`src/rtl/serial_link_pkg.sv`:
```
// Shared definitions for the 1-bit serial link: FSM states, frame constants
// and the even-parity helper used by both link ends.
package serial_link_pkg;

  typedef enum logic [2:0] {
    IDLE,
    DATA,
    PARITY,
    STOP,
    WAIT_IDLE
  } rx_state_e;

  localparam int unsigned DEF_DATA_W = 8;
  localparam int unsigned FRAME_BITS = DEF_DATA_W + 3;

  localparam logic START_BIT  = 1'b0;
  localparam logic STOP_BIT   = 1'b1;
  localparam logic IDLE_LEVEL = 1'b1;

  // XOR-reduce of the payload; callers zero-extend narrower words.
  function automatic logic even_parity(input logic [31:0] data);
    return ^data;
  endfunction

endpackage

```
`src/rtl/sync_fifo.sv`:
```
// Single-clock FIFO with a registered head word and registered full/empty flags.
module sync_fifo #(
  parameter int unsigned DATA_W     = 8,
  parameter int unsigned FIFO_DEPTH = 2
) (
  input  logic              clk,
  input  logic              rst_n,
  input  logic              push,
  input  logic [DATA_W-1:0] push_data,
  input  logic              pop,
  output logic [DATA_W-1:0] head,
  output logic              full,
  output logic              empty
);

  localparam int unsigned PTR_W = $clog2(FIFO_DEPTH);
  localparam int unsigned CNT_W = PTR_W + 1;

  logic [DATA_W-1:0] mem [FIFO_DEPTH];
  logic [PTR_W-1:0]  wr_ptr;
  logic [PTR_W-1:0]  rd_ptr;
  logic [PTR_W-1:0]  rd_nxt;
  logic [CNT_W-1:0]  count;
  logic [CNT_W-1:0]  count_n;
  logic              pop_ok;
  logic              push_ok;

  // A push into a full FIFO is accepted only when a pop frees a slot this cycle.
  always_comb begin
    pop_ok  = pop & ~empty;
    push_ok = push & (~full | pop_ok);
    count_n = count + CNT_W'(push_ok) - CNT_W'(pop_ok);
    rd_nxt  = rd_ptr + PTR_W'(1);
  end

  always_ff @(posedge clk or negedge rst_n) begin
    if (!rst_n) begin
      for (int i = 0; i < int'(FIFO_DEPTH); i++) begin
        mem[i] <= '0;
      end
      wr_ptr <= '0;
      rd_ptr <= '0;
      count  <= '0;
      head   <= '0;
      full   <= 1'b0;
      empty  <= 1'b1;
    end else begin
      if (push_ok) begin
        mem[wr_ptr] <= push_data;
        wr_ptr      <= wr_ptr + PTR_W'(1);
      end
      if (pop_ok) begin
        rd_ptr <= rd_nxt;
      end
      count <= count_n;
      full  <= (count_n == CNT_W'(FIFO_DEPTH));
      empty <= (count_n == '0);
      // Head follows the next stored entry, or the incoming word when it becomes the only one.
      if (pop_ok && (count > CNT_W'(1))) begin
        head <= mem[rd_nxt];
      end else if (push_ok && (empty || pop_ok)) begin
        head <= push_data;
      end
    end
  end

endmodule

```
`src/rtl/serial_frame_rx.sv`:
```
// Serial frame receiver: start/data/parity/stop deserializer feeding a small
// output FIFO drained through valid/ready.
module serial_frame_rx
  import serial_link_pkg::*;
#(
  parameter int unsigned DATA_W     = DEF_DATA_W,
  parameter int unsigned FIFO_DEPTH = 2
) (
  input  logic              clk,
  input  logic              rst_n,
  input  logic              line_i,
  output logic [DATA_W-1:0] out_data,
  output logic              out_valid,
  input  logic              out_ready,
  output logic              parity_err,
  output logic              frame_err,
  output logic              overrun,
  output logic              busy
);

  localparam int unsigned CNT_W = (DATA_W > 1) ? $clog2(DATA_W) : 1;

  rx_state_e         state;
  rx_state_e         state_n;
  logic [CNT_W-1:0]  bit_cnt;
  logic [CNT_W-1:0]  bit_cnt_n;
  logic [DATA_W-1:0] shift_q;
  logic [DATA_W-1:0] shift_n;
  logic              par_bad;
  logic              par_bad_n;
  logic              parity_err_n;
  logic              frame_err_n;
  logic              overrun_n;
  logic              push_c;
  logic              pop_c;
  logic              fifo_full;
  logic              fifo_empty;

  assign out_valid = ~fifo_empty;
  assign pop_c     = out_ready & ~fifo_empty;

  // Next-state, shifter and error-pulse decode.
  always_comb begin
    state_n      = state;
    bit_cnt_n    = bit_cnt;
    shift_n      = shift_q;
    par_bad_n    = par_bad;
    parity_err_n = 1'b0;
    frame_err_n  = 1'b0;
    overrun_n    = 1'b0;
    push_c       = 1'b0;
    case (state)
      IDLE: begin
        if (line_i == START_BIT) begin
          state_n   = DATA;
          bit_cnt_n = '0;
        end
      end
      DATA: begin
        shift_n   = (shift_q >> 1) | (DATA_W'(line_i) << (DATA_W - 1));
        bit_cnt_n = bit_cnt + CNT_W'(1);
        if (bit_cnt == CNT_W'(DATA_W - 1)) begin
          state_n = PARITY;
        end
      end
      PARITY: begin
        par_bad_n = even_parity(32'(shift_q)) ^ line_i;
        state_n   = STOP;
      end
      STOP: begin
        if (line_i == STOP_BIT) begin
          state_n = IDLE;
          if (par_bad) begin
            parity_err_n = 1'b1;
          end else if (!fifo_full || pop_c) begin
            push_c = 1'b1;
          end else begin
            overrun_n = 1'b1;
          end
        end else begin
          frame_err_n = 1'b1;
          state_n     = WAIT_IDLE;
        end
      end
      WAIT_IDLE: begin
        if (line_i == IDLE_LEVEL) begin
          state_n = IDLE;
        end
      end
      default: state_n = IDLE;
    endcase
  end

  always_ff @(posedge clk or negedge rst_n) begin
    if (!rst_n) begin
      state      <= IDLE;
      bit_cnt    <= '0;
      shift_q    <= '0;
      par_bad    <= 1'b0;
      parity_err <= 1'b0;
      frame_err  <= 1'b0;
      overrun    <= 1'b0;
      busy       <= 1'b0;
    end else begin
      state      <= state_n;
      bit_cnt    <= bit_cnt_n;
      shift_q    <= shift_n;
      par_bad    <= par_bad_n;
      parity_err <= parity_err_n;
      frame_err  <= frame_err_n;
      overrun    <= overrun_n;
      busy       <= (state_n != IDLE);
    end
  end

  sync_fifo #(
    .DATA_W     (DATA_W),
    .FIFO_DEPTH (FIFO_DEPTH)
  ) u_fifo (
    .clk       (clk),
    .rst_n     (rst_n),
    .push      (push_c),
    .push_data (shift_q),
    .pop       (pop_c),
    .head      (out_data),
    .full      (fifo_full),
    .empty     (fifo_empty)
  );

endmodule

```
`config.mk`:
```
export PLATFORM = sky130hd
export DESIGN_NAME = serial_frame_rx
export DESIGN_NICKNAME = d
export VERILOG_FILES = /design/src/rtl/serial_link_pkg.sv /design/src/rtl/sync_fifo.sv /design/src/rtl/serial_frame_rx.sv
export SDC_FILE = /design/constraint.sdc
export NUM_CORES = 1
export LEC_CHECK = 0
export ABC_AREA = 1
export CAP_MARGIN = 20
export CORE_ASPECT_RATIO = 1.1
export CORE_MARGIN = 2
export CORE_UTILIZATION = 45
export CTS_BUF_LIST = sky130_fd_sc_hd__clkbuf_2
export DETAILED_ROUTE_END_ITERATION = 10
export GPL_ROUTABILITY_DRIVEN = 0
export PLACE_DENSITY = 0.68
export SETUP_SLACK_MARGIN = 0.05
export SLEW_MARGIN = 0
export SYNTH_ARGS = -nofsm -noshare
export SYNTH_HDL_FRONTEND = slang
export SYNTH_SLANG_ARGS = --single-unit
```
`constraint.sdc`:
```
create_clock -name clk -period 1.6 [get_ports clk]
set_input_delay 0.32 -clock clk [delete_from_list [all_inputs] [get_ports clk]]
set_output_delay 0.32 -clock clk [all_outputs]
set_load 0.02 [all_outputs]
```
# ---- Word-level counts from Yosys, hierarchy flattened
# Index checks and enable logic that the tools add are counted.
dict set report totals {
  register_bits 49
  inputBits 4
  out_inout_bits 13
  word_cells 83
}
dict set report classes {
  add_sub_neg 5
  order_cmp 4
  n_eq_ne 7
  muxes 28
  bitwise_logic 10
  n_reduce_logical 13
}
# op count
set op_table {}
lappend op_table {{$mux W8} 6}
lappend op_table {{$reduce_xor A32 Y1} 1}
lappend op_table {{$bwmux W16} 1}
lappend op_table {{$mux W3} 5}
lappend op_table {{$pmux W3 S5} 1}
lappend op_table {{$mux W1} 13}
lappend op_table {{$demux W8 S1} 1}
lappend op_table {{$or A7 B8 Y8} 1}
lappend op_table {{$eq A3 B2 Y1 const B} 2}
lappend op_table {{$eq A3 B3 Y1 const B} 2}
lappend op_table {{$pmux W3 S2} 1}
lappend op_table {{$ge A2 B2 Y1 const B} 2}
lappend op_table {{$not A1 Y2} 2}
lappend op_table {{$reduce_bool A2 Y1} 2}
lappend op_table {{$add A3 B1 Y3 const B} 1}
lappend op_table {{$and A1 B1 Y1} 3}
lappend op_table {{$eq A3 B1 Y1 const B} 1}
lappend op_table {{$logic_and A1 B1 Y1} 3}
lappend op_table {{$logic_not A3 Y1} 1}
lappend op_table {{$reduce_bool A3 Y1} 1}
lappend op_table {{$add A1 B1 Y1 const B} 2}
lappend op_table {{$add A2 B1 Y2} 1}
lappend op_table {{$eq A2 B2 Y1 const B} 1}
lappend op_table {{$gt A2 B1 Y1 const B} 1}
lappend op_table {{10 further kinds} 12}

# ---- Logic depth before layout (Yosys ltp)
dict set report logic_depth {
  depth_word 11
  mapped_depth 10
  mapped_depth_nobuf 10
}

# ---- Cells and area by module
# A second synthesis with hierarchy kept.
dict set report hier_totals {
  hier_cells 311
  area_unflattened_um2 2416.1
}
# mod instances cells_each area_per_inst_um2 seq_area_each_um2
set modules_own_cells {}
lappend modules_own_cells {sync_fifo 1 185 1467.7 752.0}
lappend modules_own_cells {serial_frame_rx 1 126 948.4 475.5}

# ---- Worst setup path after synthesis
# OpenSTA, ideal clock, no wires.
dict set report synth_path {
  path_kind {reg-to-reg}
  start {register u_fifo.empty}
  end {register u_fifo.full}
  setup_ns 0.071
  arrival_time_ns 1.552
  t_required_ns 1.529
  slack_ns -0.024
  stages_incl_launch_ff 9
  n_path_buf 0
  synth_period_minus_slack_ns 1.624
  cell_sequence {dfstp_2 > nor2_4 > nor2_2 > nor2_8 > ha_1 > xor2_1 > xor2_1 > inv_1 > nor2_1}
}
dict set report synth_between {
  elab_cells_between_ends 13
  cone_classes {add/sub (2); eq/ne (1); mux (4); bitwise (5); reduce/logical (1)}
}
# element line
set synth_rtl {}
lappend synth_rtl {{start: declaration} sync_fifo.sv:13} ;# output logic empty
lappend synth_rtl {{start signal: assignment} sync_fifo.sv:57} ;# empty <= (count_n == '0);
lappend synth_rtl {{$not A1 Y1 *} {sync_fifo.sv:30, serial_frame_rx.sv:40}}
lappend synth_rtl {{$and A1 B1 Y1} serial_frame_rx.sv:40} ;# assign pop_c = out_ready & ~fifo_empty;
lappend synth_rtl {{$and A1 B1 Y1 *} sync_fifo.sv:30} ;# pop_ok = pop & ~empty;
lappend synth_rtl {{net u_fifo.pop_ok} sync_fifo.sv:25} ;# logic pop_ok;
lappend synth_rtl {{$or A1 B1 Y1 *} sync_fifo.sv:31} ;# push_ok = push & (~full | pop_ok);
lappend synth_rtl {{$and A1 B1 Y1 *} sync_fifo.sv:31}
lappend synth_rtl {{net u_fifo.push_ok} sync_fifo.sv:26} ;# logic push_ok;
lappend synth_rtl {{$add A2 B1 Y2 *} sync_fifo.sv:32} ;# count_n = count + CNT_W'(push_ok) - CNT_W'(pop_ok);
lappend synth_rtl {{$sub A2 B1 Y2 *} sync_fifo.sv:32}
lappend synth_rtl {{net u_fifo.count_n[1]} sync_fifo.sv:24} ;# logic [CNT_W-1:0] count_n;
lappend synth_rtl {{$eq A2 B2 Y1 *} sync_fifo.sv:56} ;# full <= (count_n == CNT_W'(FIFO_DEPTH));
lappend synth_rtl {{end signal: assignment} sync_fifo.sv:56}
lappend synth_rtl {{end: declaration} sync_fifo.sv:12} ;# output logic full,
# The timed path passes the listed nets; every way through them passes the cells marked *.
# A chain may end at the register's enable or synchronous reset.

# ---- Worst setup path in the final report
# Ends and elaborated chain as after synthesis.

==> results.txt <==
The wire length reported by the detailed router came out at 4280 µm. The share of synthesized area occupied by flip-flops and latches came out at 0.521. The slew at the pin closest to its max-slew limit is 0.358 ns.

In the finished design, the share of the clock period the worst path needs comes to 1.02. The data arrival time of the worst path is 2.01 ns. The estimated wirelength of the detail-placed design is 2940 µm.

The final number of hold-violating endpoints came to 0. The time the final worst path needs with I/O delays and setup came out at 1.63 ns. The number of buffers added by the clock tree synthesis step is 5. The number of pins with negative max-slew slack in the final report came out at 0. The met3 track utilization from global routing is 0.0341. For this run, the number of Yosys warnings is 0.

The worst relative slew slack is 0.761. After clock tree synthesis, the clock-pin slew on the worst setup and hold paths is roughly 0.24 ns. The effective utilization at floorplan is 0.468. The post-route standard cell area excluding fillers came out at 2830 µm². The tool flagged a number of max-cap violations equal to 0. For this design, the sink count on the clock tree is 49. Of all cell types, the one taking the most synthesized area is sky130_fd_sc_hd__dfrtp_1. The post-detailed-route DRC marker count is 0. The die footprint is 5830 µm².

In this run the horizontal extent of the chip is 73.0 µm. The peak fanout along the critical path is 3. The number of vias per cell came out at 5.00. The largest net degree at the start of global routing is 36. The number of H-tree levels is 2. The setup clock skew after layout is 0.0103 ns. The class of the most critical setup path is flip-flop to flip-flop.

Before CTS, the worst setup slack after placement is -0.417 ns. The area share of the largest cell type after synthesis came out at 0.510. The fraction of registers with async set or reset after synthesis is 1.00. The initial antenna violation count is 0. The first routing iteration left 44 violations. In the global route stage, met2 resource usage came out at 0.276.

In the final layout, the share of cells above drive strength 1 is 0.200. The checks that failed: setup timing. The number of buffers between clock root and the deepest sink is 2. After synthesis the netlist holds a flip-flop and latch count of 49. Dividing the synthesized area by the synthesized cell count gives 8.82 µm². The power density of the placed cells is 1730 nW/µm². In this run the cell area measured after placement is ~2700 µm². The final critical-path setup slack is -0.0308 ns.

The flow ran to the end, but the final reports show violations. The clock tree from TritonCTS is yes. The number of enable-type register cells in the synthesized netlist came out at 0. The critical path starts at u_fifo.empty$_DFF_PN1_.

The cell area that synthesis handed to floorplanning was 2360 µm². The number of endpoints failing setup at the final stage came out at 2. The die extent in y is ~80 µm. The number of global-route vias before repair is 1,663. Setup repair after global routing could not meet its margin everywhere. The number of different library cells in the post-synthesis netlist is 24.

In this run the worst hold path is classified as input port to asynchronous set/reset pin. The area of the placeable core is about 5000 µm². The met1 usage in global routing is 0.218. The number of nets produced by synthesis came out at about 280. The top-level I/O count came out at 17. The insertion delay of the later-clocked pin in the worst-skew pair came out at approximately 0.42 ns.

IR analysis of the VDD net gives a maximum drop of slightly above 1 mV. The first TritonRoute pass finished after 6 iterations. Yosys instantiated no cell more often than sky130_fd_sc_hd__nand2_1.

The average wire per cell in the routed design came out at 12.0 µm. For this block, the via count after detailed routing is 1,790. The final layout net count is between 300 and 400. After synthesis, the most frequently instantiated cells are sky130_fd_sc_hd__nand2_1, sky130_fd_sc_hd__dfrtp_1, sky130_fd_sc_hd__inv_1. The first global-routing pass estimated 7640 µm of wire.

In this run the static leakage power is 1.43 nW. The worst setup path is captured at a flip-flop. STA classifies the critical path startpoint as a flip-flop. The global-route usage over all layers is 0.167. The fmax is 0.613 GHz. The remaining number of nets flagged by the antenna check after routing came out at 0. In the synthesized netlist the dominant register cell turns out to be sky130_fd_sc_hd__dfrtp_1. The quantity of I/O buffers inserted on ports came out at 16. The number of fillers in the final layout came out at 483. The total overflow reported by the global router came out at 0. The floorplan has 27 rows.

In this run the critical register-to-register path is launched from u_fifo.empty$_DFF_PN1_. Synthesis produced around 270 cells. In this run the most used layer during global routing was met2. The required time at the endpoint of the critical path came out at 1.98 ns. Compared with the post-synthesis result, the final layout area differs by 20.3%.

CTS placed an instance of sky130_fd_sc_hd__clkbuf_2 at the clock tree root. The diode insertion count for antenna repair is 0. Sorting the synthesized cells by area gives the leading types as sky130_fd_sc_hd__dfrtp_1, sky130_fd_sc_hd__nand2_1, sky130_fd_sc_hd__o21ai_2.
==> path summary, 6_finish.rpt <==
| kind | endpoint | slack, ns | cells past startpoint |
|---|---|---|---|
| setup reg to reg | u_fifo.full$_DFF_PN0_ | -0.03 | 9 |
| hold / removal | u_fifo.full$_DFF_PN0_ | 0.30 | 2 |
| hold reg to reg | u_fifo.mem[7]$_DFFE_PN0P_ | 0.51 | 2 |
| min in group clk | u_fifo.mem[7]$_DFFE_PN0P_ | 0.51 | 2 |
| max in group asynchronous | bit_cnt[0]$_DFFE_PN0P_ | 0.81 | 3 |
| setup / recovery | u_fifo.full$_DFF_PN0_ | -0.03 | 9 |
==> cells in the final DEF (no fill, tap or decap), types with 3 or more instances in the layout <==
cell type,n
sky130_fd_sc_hd__buf_4,12
sky130_fd_sc_hd__clkbuf_2,6
sky130_fd_sc_hd__dfrtp_1,48
sky130_fd_sc_hd__dlygate4sd2_1,11
sky130_fd_sc_hd__inv_1,26
sky130_fd_sc_hd__inv_2,3
sky130_fd_sc_hd__nand2_1,79
sky130_fd_sc_hd__nand2_8,3
sky130_fd_sc_hd__nand3_1,16
sky130_fd_sc_hd__nor2_1,25
sky130_fd_sc_hd__nor2_4,3
sky130_fd_sc_hd__nor3_1,3
sky130_fd_sc_hd__o21ai_0,13
sky130_fd_sc_hd__o21ai_2,16
sky130_fd_sc_hd__o31ai_1,8
==> power breakdown <==
group          switching (W)  leakage (nW)  internal, W
sequential          0.000353         0.638      0.00167
clock               0.000381        0.0406     0.000266
combinational        0.00133         0.751     0.000900
total                0.00207          1.43      0.00284
==> logic make-up (layout without fill, tap and decap cells) <==
family	after synthesis	count (layout)	share of synthesized area
xor gates and xnor gates	5	5	0.0186
AOI/OAI and AO/OA	38	38	0.115
and+or+nand+nor	135	135	0.260
buffers and inverters	36	69	0.0643
DFF	49	49	0.521
adders and majority gates	4	4	0.0212
==> per-stage QoR <==
step | hold WS (ns) | power [W] | utilization | TNS, ns | cells
floorplan | 0.0244 | 0.00354 | - | -0.0156 | 267
global placement | 0.255 | 0.00417 | 0.530 | -6.76 | 344
detailed placement | 0.256 | 0.00423 | 0.530 | -7.31 | 344
CTS | 0.281 | 0.00487 | 0.552 | -0.0783 | 354
global route | 0.266 | 0.00537 | 0.563 | -1.26 | 358
finish | 0.297 | 0.00490 | 0.563 | -0.0402 | 358
==> layout make-up <==
class | count | area [µm²] | area share
timing repair buffer | 32 | 294 | 0.104
multi-input combinational | 182 | 1070 | 0.377
clock inverter | 2 | 33.8 | 0.0119
tap | 58 | 72.6 | 0.0256
clock buffer | 6 | 30.0 | 0.0106
sequential | 49 | 1230 | 0.433
inverter | 29 | 109 | 0.0384
==> critical path: stages (launching register included) <==
cell and delay [ns]:
sky130_fd_sc_hd__dfstp_2 0.61, sky130_fd_sc_hd__nor2_4 0.05, sky130_fd_sc_hd__buf_6 0.12, sky130_fd_sc_hd__nor2_4 0.14, sky130_fd_sc_hd__nor2_8 0.05, sky130_fd_sc_hd__ha_4 0.16
sky130_fd_sc_hd__xor2_4 0.15, sky130_fd_sc_hd__xor2_2 0.20, sky130_fd_sc_hd__inv_1 0.05, sky130_fd_sc_hd__nor2_1 0.07
==> layer usage <==
layer	up-vias	routed length [µm]
met5	-	0
met4	0	61
met3	7	129
met2	27	2060
met1	847	2030
li1	909	-
==> flip-flops by register name, indices dropped and copies added, names as in the netlist <==
name and flops:
u_fifo.count 2, u_fifo.empty 1, bit_cnt 3, u_fifo.head 8, u_fifo.full 1, par_bad 1
frame_err 1, parity_err 1, shift_q 8, overrun 1, u_fifo.rd_ptr 1, u_fifo.wr_ptr 1
busy 1, u_fifo.mem 16, state 3
==> timing repair <==
item                                   CTS  global route
pin swaps                                3             3
resized for setup                       22             5
hold buffers                             1             0
endpoints found under the hold margin   13             0
setup buffers                            1             4
setup endpoints to repair               34            31
Note: power is estimated with default switching activity, not from simulation.
